--- src/rtl/xadc_drp_responder_if.sv ---
// AXI-Stream style sample channel used to feed stimulus values into the
// DRP responder. Only tdata/tvalid/tready carry meaning for the sink.
interface axis_interface #(
    parameter int DATA_WIDTH = 16
);
    logic [DATA_WIDTH-1:0]   tdata;
    logic                    tvalid;
    logic                    tready;
    logic                    tlast;
    logic [DATA_WIDTH/8-1:0] tkeep;
    logic                    tid;
    logic                    tuser;
    logic                    tdest;

    modport Source (
        output tdata, tvalid, tlast, tkeep, tid, tuser, tdest,
        input  tready
    );

    modport Sink (
        input  tdata, tvalid, tlast, tkeep, tid, tuser, tdest,
        output tready
    );
endinterface

--- src/rtl/xadc_drp_responder.sv ---
// Behavioural stand-in for an XADC DRP port: two stimulus channels are
// latched into pending registers, published to visible registers once per
// conversion sequence (with an xadc_eos pulse), and served over DRP reads
// with a fixed drdy latency.
module xadc_drp_responder #(
    parameter int                    DATA_WIDTH   = 16,
    parameter int                    ADDR_WIDTH   = 7,
    parameter logic [ADDR_WIDTH-1:0] VOLTAGE_ADDR = 7'h03,
    parameter logic [ADDR_WIDTH-1:0] CURRENT_ADDR = 7'h1B,
    parameter int                    EOS_PERIOD   = 64,
    parameter int                    DRDY_LATENCY = 4
) (
    input  logic                  xadc_dclk,
    input  logic                  xadc_reset_n,
    input  logic [ADDR_WIDTH-1:0] xadc_daddr,
    input  logic                  xadc_den,
    input  logic                  xadc_dwe,
    input  logic [DATA_WIDTH-1:0] xadc_di,
    output logic                  xadc_drdy,
    output logic [DATA_WIDTH-1:0] xadc_do,
    output logic                  xadc_eos,
    output logic                  drp_protocol_error,
    axis_interface.Sink           voltage_samples,
    axis_interface.Sink           current_samples
);

    localparam int              SEQ_W    = $clog2(EOS_PERIOD);
    localparam logic [SEQ_W-1:0] SEQ_LAST = SEQ_W'(EOS_PERIOD - 1);
    localparam logic [SEQ_W-1:0] SEQ_ONE  = SEQ_W'(1);
    localparam logic [3:0]       LAT_LOAD = 4'(DRDY_LATENCY - 1);

    typedef enum logic [1:0] {
        IDLE,
        BUSY,
        RESPOND
    } drp_state_e;

    // Synchronised internal reset: asserts with xadc_reset_n, releases two edges later.
    logic [1:0] rst_sync_q;
    logic       rst_sync_n;

    // Sample path state.
    logic [SEQ_W-1:0]      seq_q, seq_d;
    logic                  eos_q, eos_d;
    logic [DATA_WIDTH-1:0] v_pend_q, v_pend_d, v_vis_q, v_vis_d;
    logic [DATA_WIDTH-1:0] c_pend_q, c_pend_d, c_vis_q, c_vis_d;
    logic                  copy_now;

    // DRP state.
    drp_state_e            state_q;
    logic [3:0]            lat_cnt_q;
    logic [DATA_WIDTH-1:0] rdata_q;
    logic [DATA_WIDTH-1:0] do_q;
    logic                  drdy_q;
    logic                  perr_q;
    logic [DATA_WIDTH-1:0] rd_value;

    // Sideband fields of the sample channels carry no meaning here.
    logic unused_sideband;
    assign unused_sideband = ^{xadc_di,
                               voltage_samples.tlast, voltage_samples.tkeep,
                               voltage_samples.tid, voltage_samples.tuser,
                               voltage_samples.tdest,
                               current_samples.tlast, current_samples.tkeep,
                               current_samples.tid, current_samples.tuser,
                               current_samples.tdest};

    // Two-flop reset synchroniser: async assert, sync release.
    always_ff @(posedge xadc_dclk or negedge xadc_reset_n) begin
        if (!xadc_reset_n) rst_sync_q <= 2'b00;
        else               rst_sync_q <= {rst_sync_q[0], 1'b1};
    end
    assign rst_sync_n = rst_sync_q[1];

    assign voltage_samples.tready = rst_sync_n;
    assign current_samples.tready = rst_sync_n;

    // Sequence counter, EOS pulse and pending/visible register updates.
    always_comb begin
        // NOTE: every always_comb output gets a default first so no path leaves it unassigned (which would infer a latch).
        seq_d    = seq_q + SEQ_ONE;
        v_pend_d = v_pend_q;
        c_pend_d = c_pend_q;
        v_vis_d  = v_vis_q;
        c_vis_d  = c_vis_q;
        copy_now = (seq_q == SEQ_LAST);
        eos_d    = copy_now;
        if (copy_now) begin
            seq_d   = '0;
            v_vis_d = v_pend_q;   // old pending value; a same-cycle beat waits for the next sequence
            c_vis_d = c_pend_q;
        end
        if (voltage_samples.tvalid && rst_sync_n) v_pend_d = voltage_samples.tdata;
        if (current_samples.tvalid && rst_sync_n) c_pend_d = current_samples.tdata;
    end

    // Register the sample path.
    always_ff @(posedge xadc_dclk or negedge rst_sync_n) begin
        if (!rst_sync_n) begin
            seq_q    <= '0;
            eos_q    <= 1'b0;
            v_pend_q <= '0;
            c_pend_q <= '0;
            v_vis_q  <= '0;
            c_vis_q  <= '0;
        end else begin
            // NOTE: sequential state uses non-blocking assignments so every flop samples pre-edge values.
            seq_q    <= seq_d;
            eos_q    <= eos_d;
            v_pend_q <= v_pend_d;
            c_pend_q <= c_pend_d;
            v_vis_q  <= v_vis_d;
            c_vis_q  <= c_vis_d;
        end
    end

    // Read-data mux over the visible registers (pre-copy values this cycle).
    always_comb begin
        rd_value = '0;
        if (xadc_daddr == VOLTAGE_ADDR)      rd_value = v_vis_q;
        else if (xadc_daddr == CURRENT_ADDR) rd_value = c_vis_q;
    end

    // DRP FSM with registered drdy/do and sticky protocol-error flag.
    always_ff @(posedge xadc_dclk or negedge rst_sync_n) begin
        if (!rst_sync_n) begin
            state_q   <= IDLE;
            lat_cnt_q <= '0;
            rdata_q   <= '0;
            do_q      <= '0;
            drdy_q    <= 1'b0;
            perr_q    <= 1'b0;
        end else begin
            if (xadc_den && (state_q != IDLE)) perr_q <= 1'b1;
            case (state_q)
                IDLE: begin
                    if (xadc_den) begin
                        rdata_q <= xadc_dwe ? '0 : rd_value;
                        if (LAT_LOAD == 4'd0) begin
                            state_q <= RESPOND;
                            drdy_q  <= 1'b1;
                            do_q    <= xadc_dwe ? '0 : rd_value;
                        end else begin
                            state_q   <= BUSY;
                            lat_cnt_q <= LAT_LOAD;
                        end
                    end
                end
                BUSY: begin
                    if (lat_cnt_q == 4'd1) begin
                        state_q <= RESPOND;
                        drdy_q  <= 1'b1;
                        do_q    <= rdata_q;
                    end else begin
                        lat_cnt_q <= lat_cnt_q - 4'd1;
                    end
                end
                RESPOND: begin
                    state_q <= IDLE;
                    drdy_q  <= 1'b0;
                    do_q    <= '0;
                end
                default: begin
                    state_q <= IDLE;
                    drdy_q  <= 1'b0;
                    do_q    <= '0;
                end
            endcase
        end
    end

    assign xadc_drdy          = drdy_q;
    assign xadc_do            = do_q;
    assign xadc_eos           = eos_q;
    assign drp_protocol_error = perr_q;

endmodule

--- src/flat_wrapper.sv ---
// flat-port wrapper written by rule: the top's interface ports become plain ports
module xadc_drp_responder_flat 
#(
    parameter int                    DATA_WIDTH   = 16,
    parameter int                    ADDR_WIDTH   = 7,
    parameter logic [ADDR_WIDTH-1:0] VOLTAGE_ADDR = 7'h03,
    parameter logic [ADDR_WIDTH-1:0] CURRENT_ADDR = 7'h1B,
    parameter int                    EOS_PERIOD   = 64,
    parameter int                    DRDY_LATENCY = 4
)
  (xadc_dclk, xadc_reset_n, xadc_daddr, xadc_den, xadc_dwe, xadc_di, xadc_drdy, xadc_do, xadc_eos, drp_protocol_error, voltage_samples_tdata, voltage_samples_tvalid, voltage_samples_tlast, voltage_samples_tkeep, voltage_samples_tid, voltage_samples_tuser, voltage_samples_tdest, voltage_samples_tready, current_samples_tdata, current_samples_tvalid, current_samples_tlast, current_samples_tkeep, current_samples_tid, current_samples_tuser, current_samples_tdest, current_samples_tready);
  axis_interface #(.DATA_WIDTH(DATA_WIDTH)) voltage_samples_i ();
  axis_interface #(.DATA_WIDTH(DATA_WIDTH)) current_samples_i ();
  input  logic xadc_dclk;
  input  logic xadc_reset_n;
  input  logic [ADDR_WIDTH-1:0] xadc_daddr;
  input  logic xadc_den;
  input  logic xadc_dwe;
  input  logic [DATA_WIDTH-1:0] xadc_di;
  output logic xadc_drdy;
  output logic [DATA_WIDTH-1:0] xadc_do;
  output logic xadc_eos;
  output logic drp_protocol_error;
  input wire logic [$bits(voltage_samples_i.tdata)-1:0] voltage_samples_tdata;
  input wire logic [$bits(voltage_samples_i.tvalid)-1:0] voltage_samples_tvalid;
  input wire logic [$bits(voltage_samples_i.tlast)-1:0] voltage_samples_tlast;
  input wire logic [$bits(voltage_samples_i.tkeep)-1:0] voltage_samples_tkeep;
  input wire logic [$bits(voltage_samples_i.tid)-1:0] voltage_samples_tid;
  input wire logic [$bits(voltage_samples_i.tuser)-1:0] voltage_samples_tuser;
  input wire logic [$bits(voltage_samples_i.tdest)-1:0] voltage_samples_tdest;
  output wire logic [$bits(voltage_samples_i.tready)-1:0] voltage_samples_tready;
  input wire logic [$bits(current_samples_i.tdata)-1:0] current_samples_tdata;
  input wire logic [$bits(current_samples_i.tvalid)-1:0] current_samples_tvalid;
  input wire logic [$bits(current_samples_i.tlast)-1:0] current_samples_tlast;
  input wire logic [$bits(current_samples_i.tkeep)-1:0] current_samples_tkeep;
  input wire logic [$bits(current_samples_i.tid)-1:0] current_samples_tid;
  input wire logic [$bits(current_samples_i.tuser)-1:0] current_samples_tuser;
  input wire logic [$bits(current_samples_i.tdest)-1:0] current_samples_tdest;
  output wire logic [$bits(current_samples_i.tready)-1:0] current_samples_tready;
  assign voltage_samples_i.tdata = voltage_samples_tdata;
  assign voltage_samples_i.tvalid = voltage_samples_tvalid;
  assign voltage_samples_i.tlast = voltage_samples_tlast;
  assign voltage_samples_i.tkeep = voltage_samples_tkeep;
  assign voltage_samples_i.tid = voltage_samples_tid;
  assign voltage_samples_i.tuser = voltage_samples_tuser;
  assign voltage_samples_i.tdest = voltage_samples_tdest;
  assign voltage_samples_tready = voltage_samples_i.tready;
  assign current_samples_i.tdata = current_samples_tdata;
  assign current_samples_i.tvalid = current_samples_tvalid;
  assign current_samples_i.tlast = current_samples_tlast;
  assign current_samples_i.tkeep = current_samples_tkeep;
  assign current_samples_i.tid = current_samples_tid;
  assign current_samples_i.tuser = current_samples_tuser;
  assign current_samples_i.tdest = current_samples_tdest;
  assign current_samples_tready = current_samples_i.tready;
  xadc_drp_responder #(.DATA_WIDTH(DATA_WIDTH), .ADDR_WIDTH(ADDR_WIDTH), .VOLTAGE_ADDR(VOLTAGE_ADDR), .CURRENT_ADDR(CURRENT_ADDR), .EOS_PERIOD(EOS_PERIOD), .DRDY_LATENCY(DRDY_LATENCY)) u_core (.xadc_dclk(xadc_dclk), .xadc_reset_n(xadc_reset_n), .xadc_daddr(xadc_daddr), .xadc_den(xadc_den), .xadc_dwe(xadc_dwe), .xadc_di(xadc_di), .xadc_drdy(xadc_drdy), .xadc_do(xadc_do), .xadc_eos(xadc_eos), .drp_protocol_error(drp_protocol_error), .voltage_samples(voltage_samples_i), .current_samples(current_samples_i));
endmodule
--- config.mk ---
export PLATFORM = sky130hd
export DESIGN_NAME = xadc_drp_responder_flat
export DESIGN_NICKNAME = d
export VERILOG_FILES = /design/src/rtl/xadc_drp_responder_if.sv /design/src/rtl/xadc_drp_responder.sv /design/src/flat_wrapper.sv
export SDC_FILE = /design/constraint.sdc
export NUM_CORES = 1
export LEC_CHECK = 0
export ABC_AREA = 1
export CAP_MARGIN = 20
export CORE_MARGIN = 2
export CORE_UTILIZATION = 45
export CTS_CLUSTER_DIAMETER = 50
export DETAILED_ROUTE_END_ITERATION = 7
export PLACE_DENSITY_LB_ADDON = 0.3
export SKIP_CTS_REPAIR_TIMING = 1
export SLEW_MARGIN = 30
export SYNTH_ARGS = -nofsm -noshare
export SYNTH_HDL_FRONTEND = slang
export SYNTH_SLANG_ARGS = --single-unit
--- constraint.sdc ---
create_clock -name xadc_dclk -period 5.1 [get_ports xadc_dclk]
set_input_delay 1.02 -clock xadc_dclk [delete_from_list [all_inputs] [get_ports xadc_dclk]]
set_output_delay 1.02 -clock xadc_dclk [all_outputs]
set_load 0.01 [all_outputs]
# Yosys cells after proc, flatten, opt, wreduce, memory -nomap -nowiden
# Index checks and enable logic that the tools add are counted.
# classes
bitwise_logic,1
eq_ne,8
mux,14
reduce_logical,10
n_addsub,2
# ops
cell,n
$mux W16,4
$pmux W16 S2,1
$mux W4,2
$pmux W4 S2,1
$eq A7 B2 Y1 const B,1
$eq A7 B5 Y1 const B,1
$add A6 B1 Y6 const B,1
$eq A6 B6 Y1 const B,1
$mux W6,1
$reduce_and A2 Y1,3
$eq A4 B1 Y1 const B,1
$mux W2,2
$ne A2 B2 Y1 const B,2
$pmux W2 S2,1
$reduce_bool A2 Y1,2
$sub A4 B1 Y4 const B,1
$logic_and A1 B1 Y1,3
$reduce_and A3 Y1,1
$eq A2 B1 Y1 const B,1
$logic_not A2 Y1,1
$ne A2 B1 Y1 const B,1
$pmux W1 S2,1
$mux W1,1
$not A1 Y1,1
# totals
in_bits,73
regBits,113
out_inout_bits,21
wordCells,48

# Longest topological paths before layout
# logic_depth
ltp_word,4
mapped_depth,9

# Worst setup path after synthesis
# OpenSTA, ideal clock, no wires.
# synth_path
path_kind,flip-flop to output port
startpoint,register u_core.rst_sync_q[1]
endpoint,output voltage_samples_tready
stages_incl_launch_ff,2
slack_ns,0.848
t_arrival_ns,3.232
required_ns,4.080
path_cell_list,dfrtp_1 buf_4
# synth_rtl
element,line,text
start: declaration,xadc_drp_responder.sv:39,logic [1:0] rst_sync_q;
start signal: assignment,xadc_drp_responder.sv:71,"else rst_sync_q <= {rst_sync_q[0], 1'b1};"
end: declaration,flat_wrapper.sv:31,output wire logic [$bits(voltage_samples_i.tready)-1:0] voltage_samples_tready;
# No word-level cell between the ends.

# Worst setup path in the final report
# layout_path
startpoint,register u_core.rst_sync_q[1]
endpoint,output voltage_samples_tready
# No word-level cell between the ends.

==> metrics.csv <==
stage,metric,value,unit
cts,H-tree depth,4,
finish,share of cells above drive strength 1,14.6,%
setup_path,Worst Setup Start Kind,flip-flop,
global_routing,first-pass GRT wire length,16000,um
sta,Worst Max-Slew Pin Slew,0.578,ns
setup_path,worst-path maximum fanout,26,
sta,Tmin final,2.80,ns
setup_path,WP buf/inv,1,
logic_synthesis,Synth area leader,dfrtp_1,
global_routing,initial antenna violation count,0,
floorplan,overall die area,11300,um2
finish,Layout area overhead,29.3,%
pwr,Leak,3.02,nW
pwr,P_sw,0.000629,W
pwr,Reg power frac,39.7,%
floorplan,die height,106,um
logic_synthesis,sequential-to-total area share from yosys stat,60.1,%
finish,Final #Nets,624,
place,Port Buffers,65,
detailed_routing,initial DRC count,134,
logic_synthesis,"count leader, synth",nand2_1,
min_path,Min-Delay Path Class,flip-flop to asynchronous set/reset pin,
logic_synthesis,"Top FF cell, synth",dfrtp_1,
status,status,completed,
detailed_routing,DRT Wirelength,9170,um
pwr,Comb pwr share,13.2,%
cts,Inserted Clock Buffers,17,
floorplan,FP Rows,37,
sta,post-route setup TNS,0,ns
setup_path,Worst EP arrival,1.78,ns
detailed_routing,vias per cell,4.82,
cts,Sink Count,113,
floorplan,io pins,94,
sta,Final Skew,0.00892,ns
finish,post-layout util,59.5,%
logic_synthesis,Synth top area share,60.1,%
cts,clk_lat worst skew,0.51,ns
setup_path,CP top delay family,flip-flops,
global_routing,largest net degree at the start of global routing,49,
global_routing,Total GRT Usage,18.3,%
detailed_routing,DR pass1 iterations,4,
sta,final hold vios,0,
pwr,PwrDens,422,nW/um2
pwr,Clk pwr share,47.2,%
pwr,sw frac,24.5,%
setup_path,CP max-delay cell,dfrtp_4,
logic_synthesis,Gate Count Post-Synth,479,
logic_synthesis,number of flops mapped to enable cells by yosys,0,
place,hpwl dp,6150,um
floorplan,Core Region,10200,um2
cts,Clock Tree Buf Depth,2,
setup_path,"Cell Chain, Critical Path",clkdlybuf4s50_1,
cts,TritonCTS clock tree,built,
sta,# setup viols final,0,
logic_synthesis,Yosys cell types,27,
sta,Max Slew Vio Count,0,
logic_synthesis,synth warn,0,
sta,unrepaired setup endpoints after global routing,false,
logic_synthesis,synth top area cells,"dfrtp_1 60%, nand2_1 14%, mux2_2 7.4%",
setup_path,critical path class,flip-flop to output port,
setup_path,Worst setup EP type,output port,
logic_synthesis,commonest cells in the netlist,"177 x nand2_1, 113 x dfrtp_1, 35 x nand3_1, 31 x mux2_2, 27 x inv_1",
floorplan,Die X,106,um
logic_synthesis,Yosys reg bits,113,
logic_synthesis,Post-synth ARST share,100,%
sta,Slew headroom,61.4,%
logic_synthesis,Synth Area per Inst,9.82,um2
logic_synthesis,Post-Syn Area,4710,um2
pwr,Int Power,0.00194,W
logic_synthesis,Mapped Nets,555,
run,Max-Cap Viols,0,
cts,"CTS clk-pin slew, worst paths",0.05,ns
setup_path,max incr delay on CP,0.66,ns
global_routing,vias in the first global route,3507,
global_routing,GRT overflow,0,
floorplan,Initial Util,46.0,%
cts,Root Driver,clkbuf_8,
detailed_routing,vias,3358,
sta,FMAX,357,MHz
setup_path,WP data required,4.08,ns
sta,Tcrit/Tclk final,54.9,%
place,gpl congestion,0.771,
finish,antenna fix cells,0,
detailed_routing,Post-DRT Antenna Nets,0,
detailed_routing,DR DRC count,0,
detailed_routing,routed len/inst,13.2,um
pwr,maximum VDD drop,0.208,mV
[per-stage QoR]
| step | std cells | total power (W) | setup WS [ns] | hold slack (ns) | cell area [um2] |
|---|---|---|---|---|---|
| after floorplan | 479 | 0.00126 | 0.848 | 0.331 | 4710 |
| after global placement | 664 | 0.00136 | 2.63 | 0.265 | 5440 |
| after detailed placement | 665 | 0.00137 | 2.57 | 0.263 | 5460 |
| after CTS | 697 | 0.00260 | 2.23 | 0.267 | 6080 |
| after global routing | 697 | 0.00269 | 2.18 | 0.287 | 6080 |
| final | 697 | 0.00257 | 2.30 | 0.248 | 6080 |
[cell type report]
cell class              count  area [um2]
clock buffers              23         467
clock inverters             9         154
fillers                   844        4150
inverters                  32         123
multi-input cells         316        1650
flip-flops and latches    113        2830
well taps                 136         170
repair buffers             68         693
[per-layer routing]
| metal | up-vias | GRT usage (%) | share of wire (%) |
|---|---|---|---|
| li1 | 1670 | - | - |
| met1 | 1605 | 22.5 | 45 |
| met2 | 77 | 30.4 | 50 |
| met3 | 6 | 5.09 | 4.7 |
| met4 | 0 | 7.42 | 0.77 |
| met5 | - | 0 | 0 |
[power by group through the flow]
| stage | clock network (W) | registers (W) | logic [W] |
|---|---|---|---|
| 6_report | 0.00121 | 0.00102 | 0.000338 |
| 5_1_grt | 0.00128 | 0.00103 | 0.000374 |
| 4_1_cts | 0.00123 | 0.00102 | 0.000342 |
| 3_5_place_dp | 0 | 0.00103 | 0.000340 |
| 3_3_place_gp | 0 | 0.00103 | 0.000326 |
| 2_1_floorplan | 0 | 0.00104 | 0.000228 |
[registers in the layout, indices dropped and copies added, names as in the netlist, 4 cells and up]
signal	cells
u_core.lat_cnt_q	4
u_core.xadc_do	16
u_core.seq_q	6
u_core.v_vis_q	16
u_core.c_vis_q	16
u_core.c_pend_q	16
u_core.rdata_q	16
u_core.v_pend_q	16
[placed cells by master (no fill, tap or decap), types with 2 or more instances in the layout]
cell type,Yosys,final
a21oi_1,18,18
nand3_2,3,3
o21ai_0,19,19
bufinv_16,0,4
nand2_2,3,3
nor2_1,14,14
nor2_4,2,2
inv_2,4,4
nor2_2,2,2
inv_1,27,27
dfrtp_1,113,112
clkinvlp_4,0,2
ha_1,3,3
clkbuf_1,0,3
clkbuf_8,0,4
buf_4,2,2
clkbuf_16,0,16
clkdlybuf4s50_1,0,65
nand2_1,177,177
mux2_2,31,31
clkinv_2,0,2
xor2_1,3,3
nand3_1,35,35
[cells by family after synthesis]
kind of cell               after synthesis  share of synthesized area [%]
other                                    1                         0.0797
AOI/OAI and AO/OA                       37                           3.94
and+or+nand+nor                        241                           22.2
DFF                                    113                           60.1
muxes                                   31                           7.42
buffers and inverters                   50                           4.92
xor gates and xnor gates                 3                          0.558
adders and majority gates                3                          0.798
[path summary, 6_finish.rpt]
| kind | to | cells after the start | slack (ns) | from |
|---|---|---|---|---|
| worst max register to register | u_core.v_pend_q[6] | 3 | 2.99 | u_core.rst_sync_q[1] |
| worst max-delay path | voltage_samples_tready | 1 | 2.30 | u_core.rst_sync_q[1] |
| worst min register to register | u_core.c_pend_q[9] | 0 | 0.25 | u_core.rst_sync_q[1] |
| worst min-delay path | u_core.c_pend_q[9] | 0 | 0.25 | u_core.rst_sync_q[1] |
| max in group asynchronous | u_core.rdata_q[6] | 1 | 3.94 | u_core.rst_sync_q[1] |
| min in group xadc_dclk | u_core.rst_sync_q[1] | 0 | 0.35 | u_core.rst_sync_q[0] |
Power figures use the tool's default switching activity.
